<file path="config.mk">
export PLATFORM = sky130hd
export DESIGN_NAME = video_pattern_gen
export DESIGN_NICKNAME = d
export VERILOG_FILES = /design/src/rtl/video_pattern_gen.sv
export SDC_FILE = /design/constraint.sdc
export NUM_CORES = 1
export LEC_CHECK = 0
export CORE_ASPECT_RATIO = 1.75
export CORE_MARGIN = 8
export CORE_UTILIZATION = 55
export DETAILED_ROUTE_END_ITERATION = 12
export PLACE_DENSITY = 0.82
export SLEW_MARGIN = 30
export SYNTH_ARGS = -nofsm -noshare
export SYNTH_HDL_FRONTEND = slang
export SYNTH_SLANG_ARGS = --single-unit
</file>
<file path="constraint.sdc">
create_clock -name sys_clk -period 4.47 [get_ports sys_clk]
set_input_delay 0.447 -clock sys_clk [delete_from_list [all_inputs] [get_ports sys_clk]]
set_output_delay 0.447 -clock sys_clk [all_outputs]
set_load 0.01 [all_outputs]
</file>
<file path="src/rtl/video_pattern_gen.sv">
// video_pattern_gen: VGA-style raster timing with colorbar, gray ramp, checkerboard and white patterns.
// Define PATTERN_BORDER_EN to draw a one-pixel white border around the active area.
module video_pattern_gen #(
    parameter int H_SYNC  = 96,
    parameter int H_BACK  = 48,
    parameter int H_VALID = 640,
    parameter int H_FRONT = 16,
    parameter int V_SYNC  = 2,
    parameter int V_BACK  = 33,
    parameter int V_VALID = 480,
    parameter int V_FRONT = 10,
    parameter int COLOR_W = 8
) (
    input  logic               sys_clk,
    input  logic               sys_rst_n,
    input  logic [1:0]         mode,
    output logic               hsync,
    output logic               vsync,
    output logic               rgb_valid,
    output logic [11:0]        pix_x,
    output logic [11:0]        pix_y,
    output logic [COLOR_W-1:0] rgb_r,
    output logic [COLOR_W-1:0] rgb_g,
    output logic [COLOR_W-1:0] rgb_b,
    output logic               frame_start
);
    localparam logic [11:0] H_TOTAL = 12'(H_SYNC + H_BACK + H_VALID + H_FRONT);
    localparam logic [11:0] V_TOTAL = 12'(V_SYNC + V_BACK + V_VALID + V_FRONT);
    localparam logic [11:0] H_ACT   = 12'(H_SYNC + H_BACK);
    localparam logic [11:0] H_END   = 12'(H_SYNC + H_BACK + H_VALID);
    localparam logic [11:0] V_ACT   = 12'(V_SYNC + V_BACK);
    localparam logic [11:0] V_END   = 12'(V_SYNC + V_BACK + V_VALID);
    localparam logic [11:0] BAR_W   = 12'(H_VALID / 8);
    localparam logic [COLOR_W-1:0] FULL = '1;

    logic [11:0]        cnt_h, cnt_v, px, py;
    logic [1:0]         mode_reg;
    logic               h_last, v_last, act;
    logic [2:0]         bar;
    logic [COLOR_W-1:0] gray, r, g, b;

    always_comb begin
        h_last = cnt_h == H_TOTAL - 12'd1;
        v_last = cnt_v == V_TOTAL - 12'd1;
        act    = cnt_h >= H_ACT && cnt_h < H_END && cnt_v >= V_ACT && cnt_v < V_END;
        px     = act ? cnt_h - H_ACT : '0;
        py     = act ? cnt_v - V_ACT : '0;
        bar    = 3'(px / BAR_W);
        gray   = COLOR_W'(px);
        // Bar order white..black maps to r=~bar[1], g=~bar[2], b=~bar[0].
        r = mode_reg == 2'd0 ? {COLOR_W{~bar[1]}} : mode_reg == 2'd1 ? gray :
            mode_reg == 2'd2 ? {COLOR_W{px[5] ^ py[5]}} : FULL;
        g = mode_reg == 2'd0 ? {COLOR_W{~bar[2]}} : mode_reg == 2'd1 ? gray :
            mode_reg == 2'd2 ? {COLOR_W{px[5] ^ py[5]}} : FULL;
        b = mode_reg == 2'd0 ? {COLOR_W{~bar[0]}} : mode_reg == 2'd1 ? gray :
            mode_reg == 2'd2 ? {COLOR_W{px[5] ^ py[5]}} : FULL;
`ifdef PATTERN_BORDER_EN
        if (px == 12'd0 || px == 12'(H_VALID - 1) || py == 12'd0 || py == 12'(V_VALID - 1)) begin
            r = FULL;
            g = FULL;
            b = FULL;
        end
`endif
        if (!act) begin
            r = '0;
            g = '0;
            b = '0;
        end
    end

    // Pattern changes only at the frame boundary so a frame is never mixed.
    always_ff @(posedge sys_clk or negedge sys_rst_n) begin
        if (!sys_rst_n) begin
            cnt_h    <= '0;
            cnt_v    <= '0;
            mode_reg <= '0;
        end else begin
            cnt_h <= h_last ? '0 : cnt_h + 12'd1;
            if (h_last) cnt_v <= v_last ? '0 : cnt_v + 12'd1;
            if (h_last && v_last) mode_reg <= mode;
        end
    end

    always_ff @(posedge sys_clk or negedge sys_rst_n) begin
        if (!sys_rst_n) begin
            hsync       <= 1'b0;
            vsync       <= 1'b0;
            rgb_valid   <= 1'b0;
            pix_x       <= '0;
            pix_y       <= '0;
            rgb_r       <= '0;
            rgb_g       <= '0;
            rgb_b       <= '0;
            frame_start <= 1'b0;
        end else begin
            hsync       <= cnt_h < 12'(H_SYNC);
            vsync       <= cnt_v < 12'(V_SYNC);
            rgb_valid   <= act;
            pix_x       <= px;
            pix_y       <= py;
            rgb_r       <= r;
            rgb_g       <= g;
            rgb_b       <= b;
            frame_start <= cnt_h == 12'd0 && cnt_v == 12'd0;
        end
    end
endmodule

</file>
==> results summary <==
The total count of hold-check failures in the final report was 0. The number of instances in the synthesized netlist is ~380. The setup path with the least slack is of type flop to flop. In the post-synthesis netlist, the biggest area contributors are dfrtp_1 (52%), nor2_1 (5.8%), xnor2_1 (4.4%). The area growth from synthesis to final layout came out at 23.6%. The number of global-route vias before repair is 3020. The combinational fraction of design power is 1.1%.

The number of antenna-violating nets in the routed design came out at 0. STA puts the critical path data required time at 4.67 ns. The initial DRC count came out at 197.

During I/O placement, the number of pins put on the boundary was 56. The static leakage is 2.13 nW. The part of the power in registers came out at 46.9%.

Setup repair after global routing left no endpoint under its margin. The power density over the cells came out at between 300 and 400 nW/um^2. The count of TritonRoute iterations in the first routing pass is 5.

The count of cell types in the netlist came out at 57. The post-CTS resize count is 0. At the end of the flow the core is filled with cells to a little under 70%. In this run the horizontal extent of the chip is 78.5 microns. The number of cell rows is 40. Of the cells placed in the final design, the portion with a size suffix greater than 1 is 8.47%. For this run, the top clock speed supported by timing is 313 MHz. The number of warnings reported in the yosys synthesis log came out at 0. The area of all placed cells without fillers is ~4600 sq um. The core box area came out at 6760 sq um.

The synthesized netlist devotes ~14% of its cell area to compound gates. Headroom to the max-slew limit came out at 44.9%. The cell area after synthesis came out at 3760 sq um. The final period utilization came out at a little under three quarters. The overall die area is between 9000 and 10000 sq um. The sequential element share of the synthesized area came out at roughly half.

The later pin in the worst-skew pair is clocked with a latency of 0.34 ns. The initial core utilization is a little under three fifths. The combinational family with the most area after synthesis is simple AND/OR/NAND/NOR gates.

The global route total overflow is 0. The estimated wirelength of the detail-placed design is 6660 microns. The share of flip-flops with an asynchronous set or reset came out at 100%. The clock drives just under 80 sinks. Summed over all layers, the routed wires come to 9200 microns. The filler cells instantiated in the layout total 527. The TritonCTS buffer count is 9.

The number of flops mapped to enable cells by yosys is 0. The CTS H-tree depth came out at 3. The count of hold-fix buffers inserted at cts is 0. The peak supply drop came out at around 0.22 mV.

In this run the clock root is driven by a clkbuf_16. The number of flip-flops and latches in the synthesized netlist is 78. The initial antenna violation count is 0. The simple-gate area share of the yosys netlist is a little under a fifth. The met3 layer usage reported by global route is 4.59%.

Of the total synthesized cell area, the portion taken by XOR and XNOR cells is under 10%. For this run, the total global-route usage over all layers was measured as 19.6%. The portion of total power attributed to the clock network came out at 52.0%.

After detailed routing, the number of vias per cell comes to between 5 and 6. The routed via count came out at 2886. The post-synthesis net count came out at 388. The adder-cell area share of the yosys netlist came out at 2.33%.

The placer's final routability congestion estimate is between 0.9 and 1. The maximum root-to-sink buffer count is 2. In the synthesized netlist the dominant register cell turns out to be dfrtp_1.

The final sum of negative setup slack came out at 0 ns. The worst endpoint data arrival time came out at 3.40 ns. The wire length per cell after detailed routing came out at 18.1 microns. The final number of max-transition violations is 0. The design internal power is 1.23 mW. For the pin with the worst max-slew slack, the measured transition is 0.826 ns. The run finished with clean final reports. The worst setup path is launched from a flop. Across all register-to-register paths, the minimum setup slack is 1.27 ns. The synthesized design spends more area on one cell type than any other, namely dfrtp_1. The mean instance size in the synthesized netlist came out at 9.96 sq um.

The clock period could shrink to 3.20 ns. The tightest min-delay check is of the input port to async pin type. TritonCTS built the clock tree.

Global routing used 36.8% of the available met2 tracks. The post-route DRC violation count came out at 0. The power spent charging and discharging nets came out at 0.281 mW. The max capacitance violation total came out at 0. 0 antenna diodes ended up in the layout. The standard cell area after detailed placement is 4320 sq um. The final setup violation count is 0. The multiplexer share of the synthesized area came out at 0.300%. The layer flagged by global routing as most heavily used is met2. Buffers placed on the I/O ports in this run total 55. The first global-routing pass estimated 15100 microns of wire.

STA classifies the critical path endpoint as a flop. The top cell type by area accounts for 52.0% of the synthesized area. The worst slack after detailed placement is 1.39 ns.

The net switching fraction of the power came out at 18.7%. After clock tree synthesis, the clock-pin slew on the worst setup and hold paths is 0.06 ns. In the post-route analysis, the smallest setup slack over all paths is 1.27 ns. The count of buffers added by post-CTS timing repair for setup is 0. The maximum number of pins on one net before global-route repair came out at 44. The count of nets after finishing came out at 432. The highest fanout seen on the critical path came out at 16. Clock skew on the completed layout was measured at 0.00635 ns. Global routing consumed, on the met1 layer, 19.5% of the routing resources.

The die span in y came out at 125 microns.
[power groups by stage]
stage | Combinational, mW | Sequential (mW) | Clock [mW]
after floorplan | 0.0000908 | 0.720 | 0
after global placement | 0.0169 | 0.720 | 0
after detailed placement | 0.0178 | 0.720 | 0
after CTS | 0.0180 | 0.707 | 0.793
after global routing | 0.0202 | 0.707 | 0.826
final | 0.0169 | 0.707 | 0.783
[final cells by class]
type                       instances  area [sq um]  area share (%)
clock inverter                     3          67.6            1.46
inverter                          17          63.8            1.38
tap                               84           105            2.26
timing repair buffer              57           561            12.1
clock buffer                      12           256            5.53
sequential                        78          1950            42.1
multi-input combinational        258          1640            35.2
[critical path, stage by stage (launching register included)]
cell and delay [ns]:
dfrtp_1 0.47, ha_1 0.32, o41ai_1 0.53, nand2_1 0.16, or3_1 0.35, nand4_2 0.26, buf_4 0.29, inv_2 0.10
nand2b_1 0.29, o21bai_1 0.20, a21oi_1 0.08
[per-stage QoR]
stage	power (mW)	cells	hold WS [ns]
after floorplan	0.720	377	0.151
after global placement	0.736	494	0.519
after detailed placement	0.737	494	0.530
after CTS	1.52	509	0.211
after global routing	1.55	509	0.259
final	1.51	509	0.186
[layout by cell type (no fill, tap or decap), drive strengths merged, types with 2 or more instances in the layout]
master | Yosys | layout
dfrtp | 78 | 78
nor2 | 58 | 58
clkdlybuf4s50 | 0 | 54
nand2 | 28 | 28
a21oi | 26 | 26
xnor2 | 19 | 19
inv | 17 | 17
o21ai | 17 | 17
xor2 | 16 | 16
nor3 | 12 | 12
clkbuf | 16 | 12
nand4 | 9 | 9
nor4 | 7 | 7
ha | 7 | 7
nand3 | 5 | 5
and3 | 5 | 5
or2 | 4 | 4
nor2b | 3 | 3
a211o | 3 | 3
or3 | 3 | 3
nand2b | 3 | 3
o211ai | 3 | 3
buf | 8 | 3
a31oi | 2 | 2
a2111oi | 2 | 2
and2 | 2 | 2
a211oi | 2 | 2
o311ai | 2 | 2
o31ai | 2 | 2
bufinv | 0 | 2
[worst paths after layout]
kind | endpoint | startpoint | depth (start not counted)
max reg2reg | rgb_b[4] | cnt_v[0] | 10
max in group asynchronous | pix_x[9] | sys_rst_n | 2
min | rgb_r[0] | sys_rst_n | 1
max | rgb_b[4] | cnt_v[0] | 10
min reg2reg | cnt_v[11] | cnt_v[11] | 1
min in group sys_clk | cnt_v[11] | cnt_v[11] | 1
[Yosys cell counts (2+ instances only)]
| master | number |
|---|---|
| dfrtp_1 | 78 |
| nor2_1 | 58 |
| nand2_1 | 28 |
| a21oi_1 | 26 |
| xnor2_1 | 19 |
| clkbuf_1 | 16 |
| inv_1 | 16 |
| xor2_1 | 16 |
| o21ai_0 | 15 |
| nor3_1 | 11 |
| nand4_1 | 8 |
| ha_1 | 7 |
| nor4_1 | 7 |
| buf_2 | 6 |
| and3_1 | 5 |
| nand3_1 | 5 |
| a211o_1 | 3 |
| nor2b_1 | 3 |
| a2111oi_2 | 2 |
| a211oi_1 | 2 |
| a31oi_1 | 2 |
| and2_1 | 2 |
| nand2b_1 | 2 |
| o211ai_1 | 2 |
| o311ai_1 | 2 |
| o31ai_1 | 2 |
| or2_1 | 2 |
| or2_2 | 2 |
| or3_1 | 2 |
[layer usage]
metal	wire (microns)	part of all wire (%)
met5	0	0
met4	170	1.8
met3	388	4.2
met2	5230	57
met1	3410	37
[logic make-up (layout without fill, tap and decap cells)]
family	after synthesis	in the layout
compound gates	71	71
xor+xnor	35	35
fa+ha+maj	7	7
buf+inv	41	89
flops	78	78
mux	1	1
other cells	1	1
simple gates	143	143
(Power assumes the default switching activity.)
